===== src/rtl/backoff_timer.sv =====
// Truncated binary exponential backoff timer for the half-duplex MAC transmit path.
// Define BACKOFF_STATS_EN to add saturating col_total / excess_total counters.
module backoff_timer #(
    parameter int unsigned SLOT_CYCLES   = 128,
    parameter int unsigned BACKOFF_LIMIT = 10,
    parameter int unsigned ATTEMPT_LIMIT = 16
) (
    input  logic        clk,
    input  logic        arst_n,
    input  logic [31:0] rand_word,   // xorshift output; "rand" is a reserved word
    input  logic        collision,
    input  logic        tx_success,
    input  logic        cancel,
    output logic        backoff_busy,
    output logic        backoff_done,
    output logic        excess_col,
    output logic [4:0]  attempt
`ifdef BACKOFF_STATS_EN
    ,
    output logic [15:0] col_total,
    output logic [15:0] excess_total
`endif
);
    localparam int unsigned CycW = (SLOT_CYCLES > 1) ? $clog2(SLOT_CYCLES) : 1;
    localparam logic [CycW-1:0] CycLast = CycW'(SLOT_CYCLES - 1);
    localparam logic [0:0] StIdle = 1'b0;
    localparam logic [0:0] StWait = 1'b1;

    logic [0:0]               state_q, state_d;
    logic [BACKOFF_LIMIT-1:0] slots_q, slots_d;
    logic [CycW-1:0]          cyc_q, cyc_d;
    logic [4:0]               attempt_q, attempt_d;
    logic                     done_q, done_d;
    logic                     excess_q, excess_d;

    logic [4:0]               attempt_base;
    logic [5:0]               n;
    logic [BACKOFF_LIMIT-1:0] mask;
    logic [BACKOFF_LIMIT-1:0] r;
    logic                     last_cycle;
    logic                     unused_rand;

    assign unused_rand = ^rand_word[31:BACKOFF_LIMIT];

    // A same-cycle tx_success clears the count before the collision is applied.
    assign attempt_base = tx_success ? 5'd0 : attempt_q;
    assign n            = {1'b0, attempt_base} + 6'd1;

    // Bit i is kept when i < min(n, BACKOFF_LIMIT); i never reaches the limit here.
    always_comb begin
        mask = '0;
        for (int i = 0; i < int'(BACKOFF_LIMIT); i++) begin
            mask[i] = (i < int'(n));
        end
    end

    assign r          = rand_word[BACKOFF_LIMIT-1:0] & mask;
    assign last_cycle = (slots_q == BACKOFF_LIMIT'(1)) && (cyc_q == CycLast);

    always_comb begin
        state_d   = state_q;
        slots_d   = slots_q;
        cyc_d     = cyc_q;
        attempt_d = attempt_base;
        done_d    = 1'b0;
        excess_d  = 1'b0;
        case (state_q)
            StIdle: begin
                if (collision) begin
                    if (n == 6'(ATTEMPT_LIMIT)) begin
                        excess_d  = 1'b1;
                        attempt_d = 5'd0;
                    end else begin
                        attempt_d = n[4:0];
                        if (r == '0) begin
                            done_d = 1'b1;
                        end else begin
                            slots_d = r;
                            cyc_d   = '0;
                            state_d = StWait;
                        end
                    end
                end
            end
            StWait: begin
                if (cancel) begin
                    state_d = StIdle;
                end else if (last_cycle) begin
                    state_d = StIdle;
                    done_d  = 1'b1;
                end else if (cyc_q == CycLast) begin
                    cyc_d   = '0;
                    slots_d = slots_q - BACKOFF_LIMIT'(1);
                end else begin
                    cyc_d = cyc_q + CycW'(1);
                end
            end
            default: state_d = StIdle;
        endcase
    end

    always_ff @(posedge clk or negedge arst_n) begin
        if (!arst_n) begin
            state_q   <= StIdle;
            slots_q   <= '0;
            cyc_q     <= '0;
            attempt_q <= '0;
            done_q    <= 1'b0;
            excess_q  <= 1'b0;
        end else begin
            state_q   <= state_d;
            slots_q   <= slots_d;
            cyc_q     <= cyc_d;
            attempt_q <= attempt_d;
            done_q    <= done_d;
            excess_q  <= excess_d;
        end
    end

    assign backoff_busy = (state_q == StWait);
    assign backoff_done = done_q;
    assign excess_col   = excess_q;
    assign attempt      = attempt_q;

`ifdef BACKOFF_STATS_EN
    logic [15:0] col_total_q, col_total_d;
    logic [15:0] excess_total_q, excess_total_d;

    // Collisions seen in WAIT are counted even though the FSM ignores them.
    always_comb begin
        col_total_d    = col_total_q;
        excess_total_d = excess_total_q;
        if (collision && col_total_q != 16'hFFFF) begin
            col_total_d = col_total_q + 16'd1;
        end
        if (excess_d && excess_total_q != 16'hFFFF) begin
            excess_total_d = excess_total_q + 16'd1;
        end
    end

    always_ff @(posedge clk or negedge arst_n) begin
        if (!arst_n) begin
            col_total_q    <= '0;
            excess_total_q <= '0;
        end else begin
            col_total_q    <= col_total_d;
            excess_total_q <= excess_total_d;
        end
    end

    assign col_total    = col_total_q;
    assign excess_total = excess_total_q;
`endif
endmodule

===== config.mk =====
export PLATFORM = sky130hd
export DESIGN_NAME = backoff_timer
export DESIGN_NICKNAME = d
export VERILOG_FILES = /design/src/rtl/backoff_timer.sv
export SDC_FILE = /design/constraint.sdc
export NUM_CORES = 1
export LEC_CHECK = 0
export CAP_MARGIN = 40
export CORE_ASPECT_RATIO = 1.5
export CORE_UTILIZATION = 35
export CTS_CLUSTER_DIAMETER = 150
export CTS_CLUSTER_SIZE = 25
export DETAILED_ROUTE_END_ITERATION = 6
export PLACE_DENSITY = 0.68
export SYNTH_ARGS = -nofsm -noshare
export SYNTH_HDL_FRONTEND = slang
export SYNTH_SLANG_ARGS = --single-unit

===== constraint.sdc =====
create_clock -name clk -period 6.5 [get_ports clk]
set_clock_uncertainty 0.15 [all_clocks]
set_input_delay 1.3 -clock clk [delete_from_list [all_inputs] [get_ports clk]]
set_output_delay 1.3 -clock clk [all_outputs]
set_load 0.02 [all_outputs]

# [Yosys cells after proc, flatten, opt, wreduce, memory -nomap -nowiden]
# Cells that the tools add are included.
[totals] ff_bits=25 in_bits=37 output_inout_bits=8 word_cells=67
[classes] n_addsub=3 order_cmp=10 eq_ne=9 mux=33 bitwise=2 n_reduce_logical=4
[op_table] op="$mux W10" n=6
[op_table] op="$mux W7" n=6
[op_table] op="$lt A3 B6 Y1 const A" n=4
[op_table] op="$mux W5" n=4
[op_table] op="$pmux W10 S2" n=1
[op_table] op="$pmux W7 S2" n=1
[op_table] op="$mux W1" n=13
[op_table] op="$lt A1 B6 Y1 const A" n=2
[op_table] op="$lt A2 B6 Y1 const A" n=2
[op_table] op="$lt A4 B6 Y1 const A" n=2
[op_table] op="$and A10 B10 Y10" n=1
[op_table] op="$eq A10 B1 Y1 const B" n=1
[op_table] op="$logic_not A10 Y1" n=1
[op_table] op="$ne A2 B2 Y1 const B" n=5
[op_table] op="$sub A10 B1 Y10 const B" n=1
[op_table] op="$add A7 B1 Y7 const B" n=1
[op_table] op="$eq A7 B7 Y1 const B" n=1
[op_table] op="$add A5 B1 Y6 const B" n=1
[op_table] op="$eq A6 B5 Y1 const B" n=1
[op_table] op="$reduce_and A6 Y1" n=1
[op_table] op="$reduce_and A5 Y1" n=1
[op_table] op="$pmux W1 S2" n=2
[op_table] op="$ne A2 B1 Y1 const B" n=1
[op_table] op="$logic_and A1 B1 Y1" n=1
[op_table] op="$not A1 Y1" n=1

# [Depth between registers and ports, before layout]
# Gate-level depths: netlist of run 1.
[depth] depth_word=9 depth_mapped=13 ltp_nobuf=9

# [Worst setup path before layout of run 1]
# OpenSTA, ideal clock, no wires.
[synth_timing] kind="input to register" start="input port tx_success" end="register slots_q[2]" setup_ns=0.123 arrival_ns=3.814 required_time_ns=6.227 slack_ns=2.413 cell_stages=13 path_cell_list="clkbuf_1 nor2b_1 ha_1 buf_2 nand3_1 mux2i_1 or2_2 o22ai_1 or4b_1 buf_2 o21ba_1 buf_6 o221a_1"
[synth_between] elab_chain_cells=8
[synth_lines] element="from (decl)" line="12" rtl="input logic tx_success,"
[synth_lines] element="$mux W5 (*)" line="46" rtl="assign attempt_base = tx_success ? 5'd0 : attempt_q;"
[synth_lines] element="$add A5 B1 Y6 (*)" line="47" rtl="assign n = {1'b0, attempt_base} + 6'd1;"
[synth_lines] element="parallel branches: the longest is 6 deep, another holds $lt A1 B6 Y1"
[synth_lines] element="to (signal assigned)" line="112" rtl="slots_q <= slots_d;"
[synth_lines] element="to (decl)" line="30" rtl="logic [BACKOFF_LIMIT-1:0] slots_q, slots_d;"
# Mark *: on every way between the ends. The select of a mux whose other input is x is not followed.
# A chain may end at the register's enable or synchronous reset.

# [Worst setup path after layout of run 1]
[layout_timing] start="input port tx_success" end="register slots_q[4]"
[layout_between] elab_chain_cells=8
[layout_lines] element="$mux W5 (*)" line="46"
[layout_lines] element="$add A5 B1 Y6 (*)" line="47"
[layout_lines] element="parallel branches: the longest is 6 deep, another holds $lt A1 B6 Y1"
# Marks and branches as above.

==> run_summary.xml, run 1 <==
<?xml version="1.0" encoding="UTF-8"?>
<metrics>
  <group name="run_status">
    <metric name="run_status" unit="">finished, final reports clean</metric>
  </group>
  <group name="detailed_routing">
    <metric name="drt_drc_violations_left" unit="">0</metric>
    <metric name="drt_first_iter_violations" unit="">74</metric>
    <metric name="first_pass_iters" unit="">4</metric>
    <metric name="via_count" unit="">1759</metric>
    <metric name="wl" unit="um">4680</metric>
    <metric name="via_density" unit="">5.81</metric>
    <metric name="antenna_violating_nets_left" unit="">0</metric>
    <metric name="post_drt_wl_per_cell" unit="um">15.4</metric>
  </group>
  <group name="power">
    <metric name="worst_ir_drop_vdd" unit="mV">0.0986</metric>
    <metric name="pwrdens" unit="mW/mm^2">243</metric>
    <metric name="power.leakage" unit="nW">0.901</metric>
    <metric name="p_total" unit="mW">0.519</metric>
  </group>
  <group name="clocking">
    <metric name="tritoncts_num_sinks" unit="">25</metric>
    <metric name="cts.path.max_buffers" unit="">2</metric>
    <metric name="clkTransAtPathRegs" unit="ns">0.09</metric>
    <metric name="cts-htree-levels" unit="">1</metric>
    <metric name="cts_inserted_buffers" unit="">3</metric>
    <metric name="clk-insertion-delay-late" unit="ns">0.27</metric>
    <metric name="cts_tree" unit="">yes</metric>
    <metric name="post-cts-setup-buffers" unit="">0</metric>
    <metric name="hold_buffers" unit="">0</metric>
    <metric name="clockRootBuffer" unit="">clkbuf_8</metric>
    <metric name="post_cts_resize_count" unit="">0</metric>
  </group>
  <group name="global_routing">
    <metric name="number_of_global_route_vias_before_repair" unit="">1689</metric>
    <metric name="grt_start_max_net_pins" unit="">26</metric>
    <metric name="antenna_violations_before_repair" unit="">0</metric>
    <metric name="globalRouteOverflowTotal" unit="">0</metric>
    <metric name="grtUsageTotal" unit="%">18.5</metric>
    <metric name="global_route_wire_length_before_repair" unit="um">7820</metric>
  </group>
  <group name="yosys">
    <metric name="post-synth-top-area-fraction" unit="%">34.1</metric>
    <metric name="synth-warning-count" unit="">0</metric>
    <metric name="synth-edff-count" unit="">0</metric>
    <metric name="synth.yosys.seq_area_share" unit="%">34.1</metric>
    <metric name="post_synth_instance_area" unit="mm^2">0.00184</metric>
    <metric name="synth_async_sr_flop_share" unit="%">100</metric>
    <metric name="synthesis.area_per_instance" unit="um^2">8.34</metric>
    <metric name="synth_area_leaders" unit="">dfrtp_1, o21ai_0, nand2_1</metric>
    <metric name="number_of_flip_flops_and_latches_in_the_synthesized_netlist" unit="">25</metric>
    <metric name="synth_top_flop_cell" unit="">dfrtp_1</metric>
    <metric name="syn_nets" unit="">262</metric>
    <metric name="synth_top_area_cell" unit="">dfrtp_1</metric>
    <metric name="synth.lib_cells_used.distinct" unit="">52</metric>
    <metric name="post_synth_inst_count" unit="">220</metric>
  </group>
  <group name="finish">
    <metric name="antenna_cells" unit="">0</metric>
    <metric name="area_growth_from_synthesis_to_layout" unit="%">16.3</metric>
    <metric name="layout.nets" unit="">280</metric>
    <metric name="filler_cell_count" unit="">525</metric>
    <metric name="finalCoreUtilization" unit="%">43.3</metric>
    <metric name="final_layout_size_suffix_gt1_share" unit="%">5.49</metric>
    <metric name="final_cells" unit="">303</metric>
  </group>
  <group name="worst_setup_path">
    <metric name="timing.critical_path.arrival" unit="ns">4.83</metric>
    <metric name="worst-path-max-fanout" unit="">14</metric>
    <metric name="worstSetupStartpointType" unit="">input pin</metric>
    <metric name="reg2reg_slack" unit="ns">2.94</metric>
    <metric name="setup.worst_path.class" unit="">input pin to flip-flop</metric>
    <metric name="crit_required" unit="ns">6.52</metric>
    <metric name="critPathCaptureType" unit="">flip-flop</metric>
    <metric name="r2r_cells" unit="">9</metric>
  </group>
  <group name="timing">
    <metric name="hold-worst-slack" unit="ns">0.410</metric>
    <metric name="setup-violations-final" unit="">0</metric>
    <metric name="finalHoldViolCount" unit="">0</metric>
    <metric name="period_needed" unit="ns">4.82</metric>
    <metric name="timing.setup.tns" unit="ns">0</metric>
    <metric name="timing_worst_slew_pin_value" unit="ns">0.668</metric>
    <metric name="timing.final.crit_share" unit="%">74.1</metric>
    <metric name="worst_slew_margin_rel" unit="%">55.4</metric>
    <metric name="setup_repair_after_global_routing_missed_its_margin" unit="">false</metric>
    <metric name="maxSlewViolCount" unit="">0</metric>
    <metric name="fmax" unit="GHz">0.208</metric>
  </group>
  <group name="floorplanning">
    <metric name="ioPinCount" unit="">45</metric>
    <metric name="die_y" unit="um">90.7</metric>
    <metric name="die_area" unit="mm^2">0.00554</metric>
    <metric name="die_width" unit="um">61.1</metric>
    <metric name="core.rowCount" unit="">31</metric>
    <metric name="initial_utilization" unit="%">37.3</metric>
    <metric name="fp.coreArea" unit="mm^2">0.00493</metric>
  </group>
  <group name="min_path">
    <metric name="timing.hold.worst.class" unit="">flip-flop to flip-flop</metric>
    <metric name="worst_hold_path.num_cells" unit="">2</metric>
  </group>
  <group name="placement">
    <metric name="dp_hpwl" unit="um">3470</metric>
    <metric name="gp_congestion" unit="">0.820</metric>
    <metric name="port_buffers" unit="">22</metric>
    <metric name="dpl.cell_count" unit="">299</metric>
  </group>
  <group name="run">
    <metric name="maxCapViolations" unit="">0</metric>
  </group>
</metrics>
-- cells in the mapped netlist, types with 3 or more instances --
master / instances
a32o_1: 3
or3_1: 4
nor2_1: 15
inv_1: 11
buf_2: 3
nor2b_1: 7
nand4_1: 5
nand2_1: 20
dfrtp_1: 25
or2_2: 4
and3_1: 7
o221a_1: 5
ha_1: 5
nand3_1: 8
and4_1: 3
nor3_1: 7
nand2b_1: 5
clkbuf_1: 5
a31oi_1: 3
o21ai_0: 21
a21oi_1: 10
o211a_1: 3
-- logic make-up (layout without fill, tap and decap cells) --
group                    after synthesis  after routing  synth area share, %
AND/OR/NAND/NOR                       98             98                 29.3
multiplexers                           2              2                 1.09
XOR/XNOR                               3              3                 1.43
adder cells (fa/ha/maj)                5              5                 3.41
AO/OA/AOI/OAI                         65             65                 24.9
buffers and inverters                 22             39                 5.73
flip-flops                            25             25                 34.1
-- power breakdown --
| group | switching (mW) | total [mW] | internal (mW) |
|---|---|---|---|
| logic | 0.0992 | 0.183 | 0.0833 |
| clock network | 0.0518 | 0.0958 | 0.0440 |
| registers | 0.0492 | 0.241 | 0.192 |
| total | 0.200 | 0.519 | 0.319 |
-- registers in the layout (all words and copies together), names as in the netlist --
register,flops
backoff_done,1
attempt,5
slots_q,10
cyc_q,7
backoff_busy,1
excess_col,1
-- worst max-delay path: stages --
cell and delay [ns]:
clkdlybuf4s50_1 0.64, nor2b_1 0.35, ha_1 0.42, nand3_1 0.14, mux2i_1 0.23, a211oi_2 0.27
o221ai_1 0.14, or4b_1 0.68, o21ba_1 0.35, o221a_1 0.29
-- final cells by class --
cell class / instances / area, um^2 / share of cell area, %
Multi-Input combinational cell: 173 / 1100 / 51.8
Tap cell: 66 / 82.6 / 3.87
Timing Repair Buffer: 24 / 235 / 11.0
Clock buffer: 4 / 45.0 / 2.11
Inverter: 11 / 41.3 / 1.93
Sequential cell: 25 / 626 / 29.3
-- final timing paths --
path / startpoint / to
setup / recovery: tx_success / slots_q[4]
min in group asynchronous: arst_n / backoff_done
setup reg to reg: attempt[0] / slots_q[4]
hold reg to reg: cyc_q[1] / cyc_q[1]
max in group asynchronous: arst_n / slots_q[6]
hold / removal: cyc_q[1] / cyc_q[1]
-- cells in the final DEF, fill, tap and decap left out, types with 5 or more instances in the layout --
master and count:
dfrtp_1 25, clkdlybuf4s50_1 22, o21ai_0 21, nand2_1 20
nor2_1 15, inv_1 11, a21oi_1 10, nand3_1 8
nor2b_1 7, nor3_1 7, and3_1 7, nand4_1 5
nand2b_1 5, o221a_1 5, ha_1 5
-- per-layer routing --
layer,vias up,track usage (%),routed length (um)
met5,-,0,0
met4,0,7.01,127
met3,11,2.44,149
met2,36,31.4,2340
met1,853,22.7,2060
li1,859,-,-
-- metrics by stage --
stage | setup slack, ns | instance area, um^2
final | 1.68 | 2130
after global routing | 1.49 | 2130
after CTS | 1.73 | 2130
after detailed placement | 1.44 | 2090
after global placement | 1.47 | 2080
after floorplan | 2.41 | 1840
No activity file was read; power rests on OpenSTA's default activity.
==> inputs of run 2 (changes only) <==
==> constraint.sdc (replaced) <==
create_clock -name clk -period 4.75 [get_ports clk]
set_clock_uncertainty 0.15 [all_clocks]
set_input_delay 0.95 -clock clk [delete_from_list [all_inputs] [get_ports clk]]
set_output_delay 0.95 -clock clk [all_outputs]
set_load 0.02 [all_outputs]
==> run 2 against run 1 <==
Sequential power up 38%. Critical path type unchanged. Non-clock buffer count increased by 3. Worst hold slack improved by 0.00060 ns. Highest routed layer unchanged. Sequential share of layout area decreased by 0.29 points.
==> run_summary.xml, run 2 (synthesis gave the netlist of run 1 again) <==
<?xml version="1.0" encoding="UTF-8"?>
<metrics>
  <group name="worst_setup_path">
    <metric name="crit_required" unit="ns">4.76</metric>
    <metric name="timing.critical_path.arrival" unit="ns">4.13</metric>
    <metric name="worst-path-max-fanout" unit="">8</metric>
    <metric name="reg2reg_to" unit="">slots_q[3]</metric>
    <metric name="worstSetupStartpointType" unit="">input pin</metric>
    <metric name="critPathLaunch" unit="">tx_success</metric>
    <metric name="setup.worst_path.class" unit="">input pin to flip-flop</metric>
    <metric name="r2r_cells" unit="">9</metric>
    <metric name="critical_path.endpoint" unit="">slots_q[3]</metric>
    <metric name="critPathCaptureType" unit="">flip-flop</metric>
    <metric name="reg2reg_slack" unit="ns">1.35</metric>
    <metric name="worstReg2RegStart" unit="">attempt[0]</metric>
  </group>
  <group name="placement">
    <metric name="dp_hpwl" unit="um">3610</metric>
    <metric name="dpl.cell_count" unit="">302</metric>
    <metric name="gp_congestion" unit="">0.877</metric>
    <metric name="port_buffers" unit="">22</metric>
  </group>
  <group name="finish">
    <metric name="antenna_cells" unit="">0</metric>
    <metric name="layout.cells.most_common" unit="">dfrtp_1</metric>
    <metric name="final_layout_size_suffix_gt1_share" unit="%">7.08</metric>
    <metric name="filler_cell_count" unit="">522</metric>
    <metric name="area_growth_from_synthesis_to_layout" unit="%">17.5</metric>
    <metric name="layout.nets" unit="">283</metric>
    <metric name="final_cells" unit="">306</metric>
    <metric name="largest-register" unit="">slots_q</metric>
    <metric name="largest_register_ff_count" unit="">10</metric>
    <metric name="layout_common_cells" unit="">dfrtp_1, clkdlybuf4s50_1, o21ai_0, nand2_1, nor2_1</metric>
  </group>
  <group name="detailed_routing">
    <metric name="via_density" unit="">5.77</metric>
    <metric name="antenna_violating_nets_left" unit="">0</metric>
    <metric name="via_count" unit="">1767</metric>
    <metric name="drt_drc_violations_left" unit="">0</metric>
    <metric name="drt_first_iter_violations" unit="">88</metric>
    <metric name="first_pass_iters" unit="">4</metric>
    <metric name="wl" unit="um">4830</metric>
    <metric name="post_drt_wl_per_cell" unit="um">15.8</metric>
  </group>
  <group name="clocking">
    <metric name="tritoncts_num_sinks" unit="">25</metric>
    <metric name="post-cts-setup-buffers" unit="">0</metric>
    <metric name="cts_inserted_buffers" unit="">3</metric>
    <metric name="post_cts_resize_count" unit="">0</metric>
    <metric name="clockRootBuffer" unit="">clkbuf_8</metric>
    <metric name="cts-htree-levels" unit="">1</metric>
    <metric name="hold_buffers" unit="">0</metric>
    <metric name="cts.path.max_buffers" unit="">2</metric>
    <metric name="clkTransAtPathRegs" unit="ns">0.09</metric>
    <metric name="clk-insertion-delay-late" unit="ns">0.27</metric>
    <metric name="cts_tree" unit="">yes</metric>
  </group>
  <group name="global_routing">
    <metric name="globalRouteOverflowTotal" unit="">0</metric>
    <metric name="antenna_violations_before_repair" unit="">0</metric>
    <metric name="grt_start_max_net_pins" unit="">26</metric>
    <metric name="global_route_wire_length_before_repair" unit="um">7910</metric>
    <metric name="grtUsageTotal" unit="%">18.7</metric>
    <metric name="number_of_global_route_vias_before_repair" unit="">1722</metric>
  </group>
  <group name="timing">
    <metric name="timing_worst_slew_pin_value" unit="ns">0.711</metric>
    <metric name="worst_slew_margin_rel" unit="%">52.5</metric>
    <metric name="maxSlewViolCount" unit="">0</metric>
    <metric name="setup-violations-final" unit="">0</metric>
    <metric name="timing.setup.tns" unit="ns">0</metric>
    <metric name="period_needed" unit="ns">4.12</metric>
    <metric name="setup_repair_after_global_routing_missed_its_margin" unit="">false</metric>
    <metric name="finalHoldViolCount" unit="">0</metric>
    <metric name="timing.final.crit_share" unit="%">86.7</metric>
    <metric name="fmax" unit="GHz">0.243</metric>
  </group>
  <group name="power">
    <metric name="intPower" unit="mW">0.436</metric>
    <metric name="worst_ir_drop_vdd" unit="mV">0.110</metric>
    <metric name="seq_power_share" unit="%">46.4</metric>
    <metric name="clock_power_share" unit="%">18.2</metric>
    <metric name="pwrdens" unit="mW/mm^2">332</metric>
    <metric name="power.leakage" unit="nW">0.916</metric>
    <metric name="power.combinational.fraction" unit="%">35.4</metric>
    <metric name="total_switching_power" unit="mW">0.279</metric>
    <metric name="swShare" unit="%">39.1</metric>
  </group>
  <group name="floorplanning">
    <metric name="fp.coreArea" unit="mm^2">0.00493</metric>
    <metric name="die_y" unit="um">90.7</metric>
    <metric name="initial_utilization" unit="%">37.3</metric>
    <metric name="die_area" unit="mm^2">0.00554</metric>
    <metric name="ioPinCount" unit="">45</metric>
    <metric name="die_width" unit="um">61.1</metric>
    <metric name="core.rowCount" unit="">31</metric>
  </group>
  <group name="run_status">
    <metric name="run_status" unit="">finished, final reports clean</metric>
  </group>
  <group name="run">
    <metric name="maxCapViolations" unit="">0</metric>
  </group>
  <group name="min_path">
    <metric name="timing.hold.worst.class" unit="">flip-flop to flip-flop</metric>
  </group>
</metrics>
==> run 2: worst min path at each step <==
stage	startpoint	to	depth (start not counted)	slack [ns]
2_1_floorplan	slots_q[1]	slots_q[1]	1	0.37
3_3_place_gp	cyc_q[1]	cyc_q[1]	2	0.39
3_5_place_dp	cyc_q[1]	cyc_q[1]	2	0.40
4_1_cts	cyc_q[1]	cyc_q[1]	2	0.41
5_1_grt	cyc_q[1]	cyc_q[1]	2	0.43
6_report	cyc_q[1]	cyc_q[1]	2	0.41
==> run 2: power by group through the flow <==
stage / logic, mW / clock network (mW) / registers [mW]
global route: 0.284 / 0.142 / 0.341
detailed placement: 0.251 / 0 / 0.334
CTS: 0.252 / 0.133 / 0.330
floorplan: 0.182 / 0 / 0.317
finish: 0.253 / 0.130 / 0.332
global placement: 0.244 / 0 / 0.332
==> run 2: area by class of cell <==
cell class,instances,area (um^2),share of cell area (%)
clock buffer,3,41.3,1.92
multi-input combinational,173,1100,51.2
tap,66,82.6,3.83
inverter,11,41.3,1.92
timing repair buffer,27,255,11.8
sequential,25,626,29.0
clock inverter,1,5.00,0.232
==> run 2: layer usage <==
| metal | global-route usage (%) | vias to the layer above | wire (um) |
|---|---|---|---|
| met3 | 2.44 | 8 | 241 |
| met1 | 21.7 | 840 | 2020 |
| met4 | 6.25 | 0 | 81 |
| met5 | 0 | - | 0 |
| met2 | 33.2 | 57 | 2490 |
| li1 | - | 862 | - |
==> run 2: critical path, cell delays in order <==
cell and delay (ns):
clkdlybuf4s50_1 0.51, nor2b_1 0.27, ha_1 0.31, nand3_1 0.12, mux2i_1 0.23, a211oi_2 0.27
o221ai_1 0.14, or4b_1 0.69, o21ba_1 0.35, o221a_1 0.29
==> run 2: stage by stage <==
step                setup slack (ns)  util (%)  total power [mW]  hold slack (ns)  area (um^2)
finish                         0.633      43.8             0.715            0.410         2160
detailed placement             0.361      42.8             0.585            0.398         2110
floorplan                       1.01         -             0.499            0.367         1840
CTS                            0.651      43.8             0.715            0.412         2160
global placement               0.381      42.7             0.576            0.389         2100
global route                   0.449      43.8             0.767            0.430         2160
==> inputs of run 3 (changes only) <==
--- a/config.mk
+++ b/config.mk
@@ -11,6 +11,7 @@
 export CTS_CLUSTER_DIAMETER = 150
 export CTS_CLUSTER_SIZE = 25
 export DETAILED_ROUTE_END_ITERATION = 6
+export GPL_TIMING_DRIVEN = 0
 export PLACE_DENSITY = 0.68
 export SYNTH_ARGS = -nofsm -noshare
 export SYNTH_HDL_FRONTEND = slang
==> run 3 against run 2 <==
Clock power about the same. Cell count is 2.3% higher. Sequential cell count unchanged. Global-route usage is 0.090 points lower. Wire length fell by 2.1%. Critical path type unchanged. Highest routed layer unchanged.
==> run_summary.xml, run 3 (synthesis gave the netlist of run 1 again) <==
<?xml version="1.0" encoding="UTF-8"?>
<metrics>
  <group name="floorplanning">
    <metric name="ioPinCount" unit="">45</metric>
    <metric name="die_y" unit="um">90.7</metric>
    <metric name="initial_utilization" unit="%">37.3</metric>
    <metric name="die_area" unit="mm^2">0.00554</metric>
    <metric name="fp.coreArea" unit="mm^2">0.00493</metric>
    <metric name="core.rowCount" unit="">31</metric>
    <metric name="die_width" unit="um">61.1</metric>
  </group>
  <group name="timing">
    <metric name="setup_repair_after_global_routing_missed_its_margin" unit="">false</metric>
    <metric name="finalHoldViolCount" unit="">0</metric>
    <metric name="period_needed" unit="ns">4.36</metric>
    <metric name="maxSlewViolCount" unit="">0</metric>
    <metric name="fmax" unit="GHz">0.230</metric>
    <metric name="timing_worst_slew_pin_value" unit="ns">0.567</metric>
    <metric name="setup-violations-final" unit="">0</metric>
    <metric name="timing.setup.tns" unit="ns">0</metric>
    <metric name="timing.final.crit_share" unit="%">91.7</metric>
    <metric name="worst_slew_margin_rel" unit="%">61.9</metric>
  </group>
  <group name="run">
    <metric name="maxCapViolations" unit="">0</metric>
  </group>
  <group name="finish">
    <metric name="layout_common_cells" unit="">dfrtp_1, clkdlybuf4s50_1, o21ai_0, nand2_1, nor2_1</metric>
    <metric name="area_growth_from_synthesis_to_layout" unit="%">20.4</metric>
    <metric name="finalCoreUtilization" unit="%">44.9</metric>
    <metric name="layout.cells.most_common" unit="">dfrtp_1</metric>
    <metric name="antenna_cells" unit="">0</metric>
    <metric name="layout.nets" unit="">290</metric>
    <metric name="final_layout_size_suffix_gt1_share" unit="%">7.29</metric>
    <metric name="largest-register" unit="">slots_q</metric>
    <metric name="filler_cell_count" unit="">515</metric>
    <metric name="largest_register_ff_count" unit="">10</metric>
    <metric name="final_cells" unit="">313</metric>
    <metric name="multiInputGateArea" unit="mm^2">0.00110</metric>
    <metric name="total_area_of_sequential_cells" unit="um^2">626</metric>
  </group>
  <group name="clocking">
    <metric name="clk-insertion-delay-late" unit="ns">0.28</metric>
    <metric name="hold_buffers" unit="">0</metric>
    <metric name="post_cts_resize_count" unit="">0</metric>
    <metric name="clkTransAtPathRegs" unit="ns">0.09</metric>
    <metric name="post-cts-setup-buffers" unit="">0</metric>
    <metric name="cts-htree-levels" unit="">1</metric>
    <metric name="clockRootBuffer" unit="">clkbuf_8</metric>
    <metric name="cts.path.max_buffers" unit="">2</metric>
    <metric name="tritoncts_num_sinks" unit="">25</metric>
    <metric name="cts_inserted_buffers" unit="">3</metric>
    <metric name="cts_tree" unit="">yes</metric>
  </group>
  <group name="worst_setup_path">
    <metric name="worstReg2RegStart" unit="">attempt[0]</metric>
    <metric name="worst-path-max-fanout" unit="">10</metric>
    <metric name="timing.critical_path.arrival" unit="ns">4.36</metric>
    <metric name="worstSetupStartpointType" unit="">input pin</metric>
    <metric name="crit_required" unit="ns">4.76</metric>
    <metric name="reg2reg_to" unit="">slots_q[5]</metric>
    <metric name="critPathCaptureType" unit="">flip-flop</metric>
    <metric name="r2r_cells" unit="">12</metric>
    <metric name="reg2reg_slack" unit="ns">1.30</metric>
    <metric name="setup.worst_path.class" unit="">input pin to flip-flop</metric>
  </group>
  <group name="detailed_routing">
    <metric name="wl" unit="um">4720</metric>
    <metric name="drt_first_iter_violations" unit="">88</metric>
    <metric name="via_density" unit="">5.74</metric>
    <metric name="antenna_violating_nets_left" unit="">0</metric>
    <metric name="drt_drc_violations_left" unit="">0</metric>
    <metric name="via_count" unit="">1797</metric>
    <metric name="post_drt_wl_per_cell" unit="um">15.1</metric>
    <metric name="first_pass_iters" unit="">4</metric>
  </group>
  <group name="power">
    <metric name="worst_ir_drop_vdd" unit="mV">0.117</metric>
    <metric name="pwrdens" unit="mW/mm^2">325</metric>
    <metric name="power.leakage" unit="nW">0.943</metric>
  </group>
  <group name="min_path">
    <metric name="timing.hold.worst.class" unit="">flip-flop to flip-flop</metric>
    <metric name="hold_path_end" unit="">slots_q[1]</metric>
    <metric name="worst_hold_path.num_cells" unit="">1</metric>
    <metric name="min_from" unit="">slots_q[1]</metric>
  </group>
  <group name="placement">
    <metric name="gp_congestion" unit="">0.884</metric>
    <metric name="dpl.cell_count" unit="">309</metric>
    <metric name="port_buffers" unit="">22</metric>
    <metric name="dp_hpwl" unit="um">3640</metric>
  </group>
  <group name="global_routing">
    <metric name="globalRouteOverflowTotal" unit="">0</metric>
    <metric name="grtUsageTotal" unit="%">18.6</metric>
    <metric name="global_route_wire_length_before_repair" unit="um">7940</metric>
    <metric name="grt_start_max_net_pins" unit="">17</metric>
    <metric name="number_of_global_route_vias_before_repair" unit="">1731</metric>
    <metric name="antenna_violations_before_repair" unit="">0</metric>
  </group>
  <group name="run_status">
    <metric name="run_status" unit="">finished, final reports clean</metric>
  </group>
</metrics>
run 3: cell types whose count changed in the layout (fill, tap and decap cells not counted):
cell,previous run,this run
clkbuf_1,0,6
buf_6,0,2
buf_2,1,3
buf_4,4,1
clkinv_2,1,0
buf_16,0,1
run 3: worst max-delay path by stage:
| stage | startpoint | to | slack [ns] | cells after the start |
|---|---|---|---|---|
| after floorplan | tx_success | slots_q[2] | 1.01 | 13 |
| after global placement | tx_success | slots_q[7] | 0.16 | 11 |
| after detailed placement | tx_success | slots_q[5] | 0.11 | 14 |
| after CTS | tx_success | slots_q[5] | 0.41 | 14 |
| after global routing | tx_success | slots_q[7] | 0.20 | 13 |
| final | tx_success | slots_q[5] | 0.39 | 14 |
run 3: report_power, final:
| part | switching (mW) | internal, mW |
|---|---|---|
| logic | 0.146 | 0.120 |
| registers | 0.0595 | 0.263 |
| clock network | 0.0686 | 0.0602 |
run 3: layer usage:
| metal | vias up | routed length (um) | part of all wire (%) | global-route usage (%) |
|---|---|---|---|---|
| met5 | - | 0 | 0 | 0 |
| met3 | 10 | 235 | 5.0 | 1.86 |
| met4 | 0 | 106 | 2.2 | 7.01 |
| li1 | 878 | - | - | - |
| met1 | 848 | 1900 | 40 | 22.4 |
| met2 | 61 | 2480 | 52 | 32.2 |
run 3: final cells by class:
class	instances	area share [%]
inverter	11	1.87
tap	66	3.74
buffer	11	2.89
sequential	25	28.3
multi-input combinational	173	50.0
timing repair buffer	23	11.2
clock buffer	4	2.04
run 3: per-stage QoR:
| step | worst slack [ns] | hold WS, ns | cell area (um^2) | total power, mW |
|---|---|---|---|---|
| final | 0.393 | 0.414 | 2210 | 0.718 |
| after global routing | 0.196 | 0.454 | 2210 | 0.776 |
| after CTS | 0.411 | 0.418 | 2210 | 0.722 |
| after detailed placement | 0.112 | 0.397 | 2170 | 0.591 |
| after global placement | 0.156 | 0.391 | 2140 | 0.585 |
| after floorplan | 1.01 | 0.367 | 1840 | 0.499 |
run 3: critical path, stage by stage:
cell and delay, ns:
clkdlybuf4s50_1 0.45, clkbuf_1 0.24, nor2b_1 0.27, ha_1 0.18
buf_2 0.20, inv_1 0.12, o21ai_0 0.20, a2111oi_0 0.13
o31a_1 0.35, or4b_1 0.49, buf_2 0.18, o21ba_1 0.19
buf_6 0.14, o221a_1 0.25
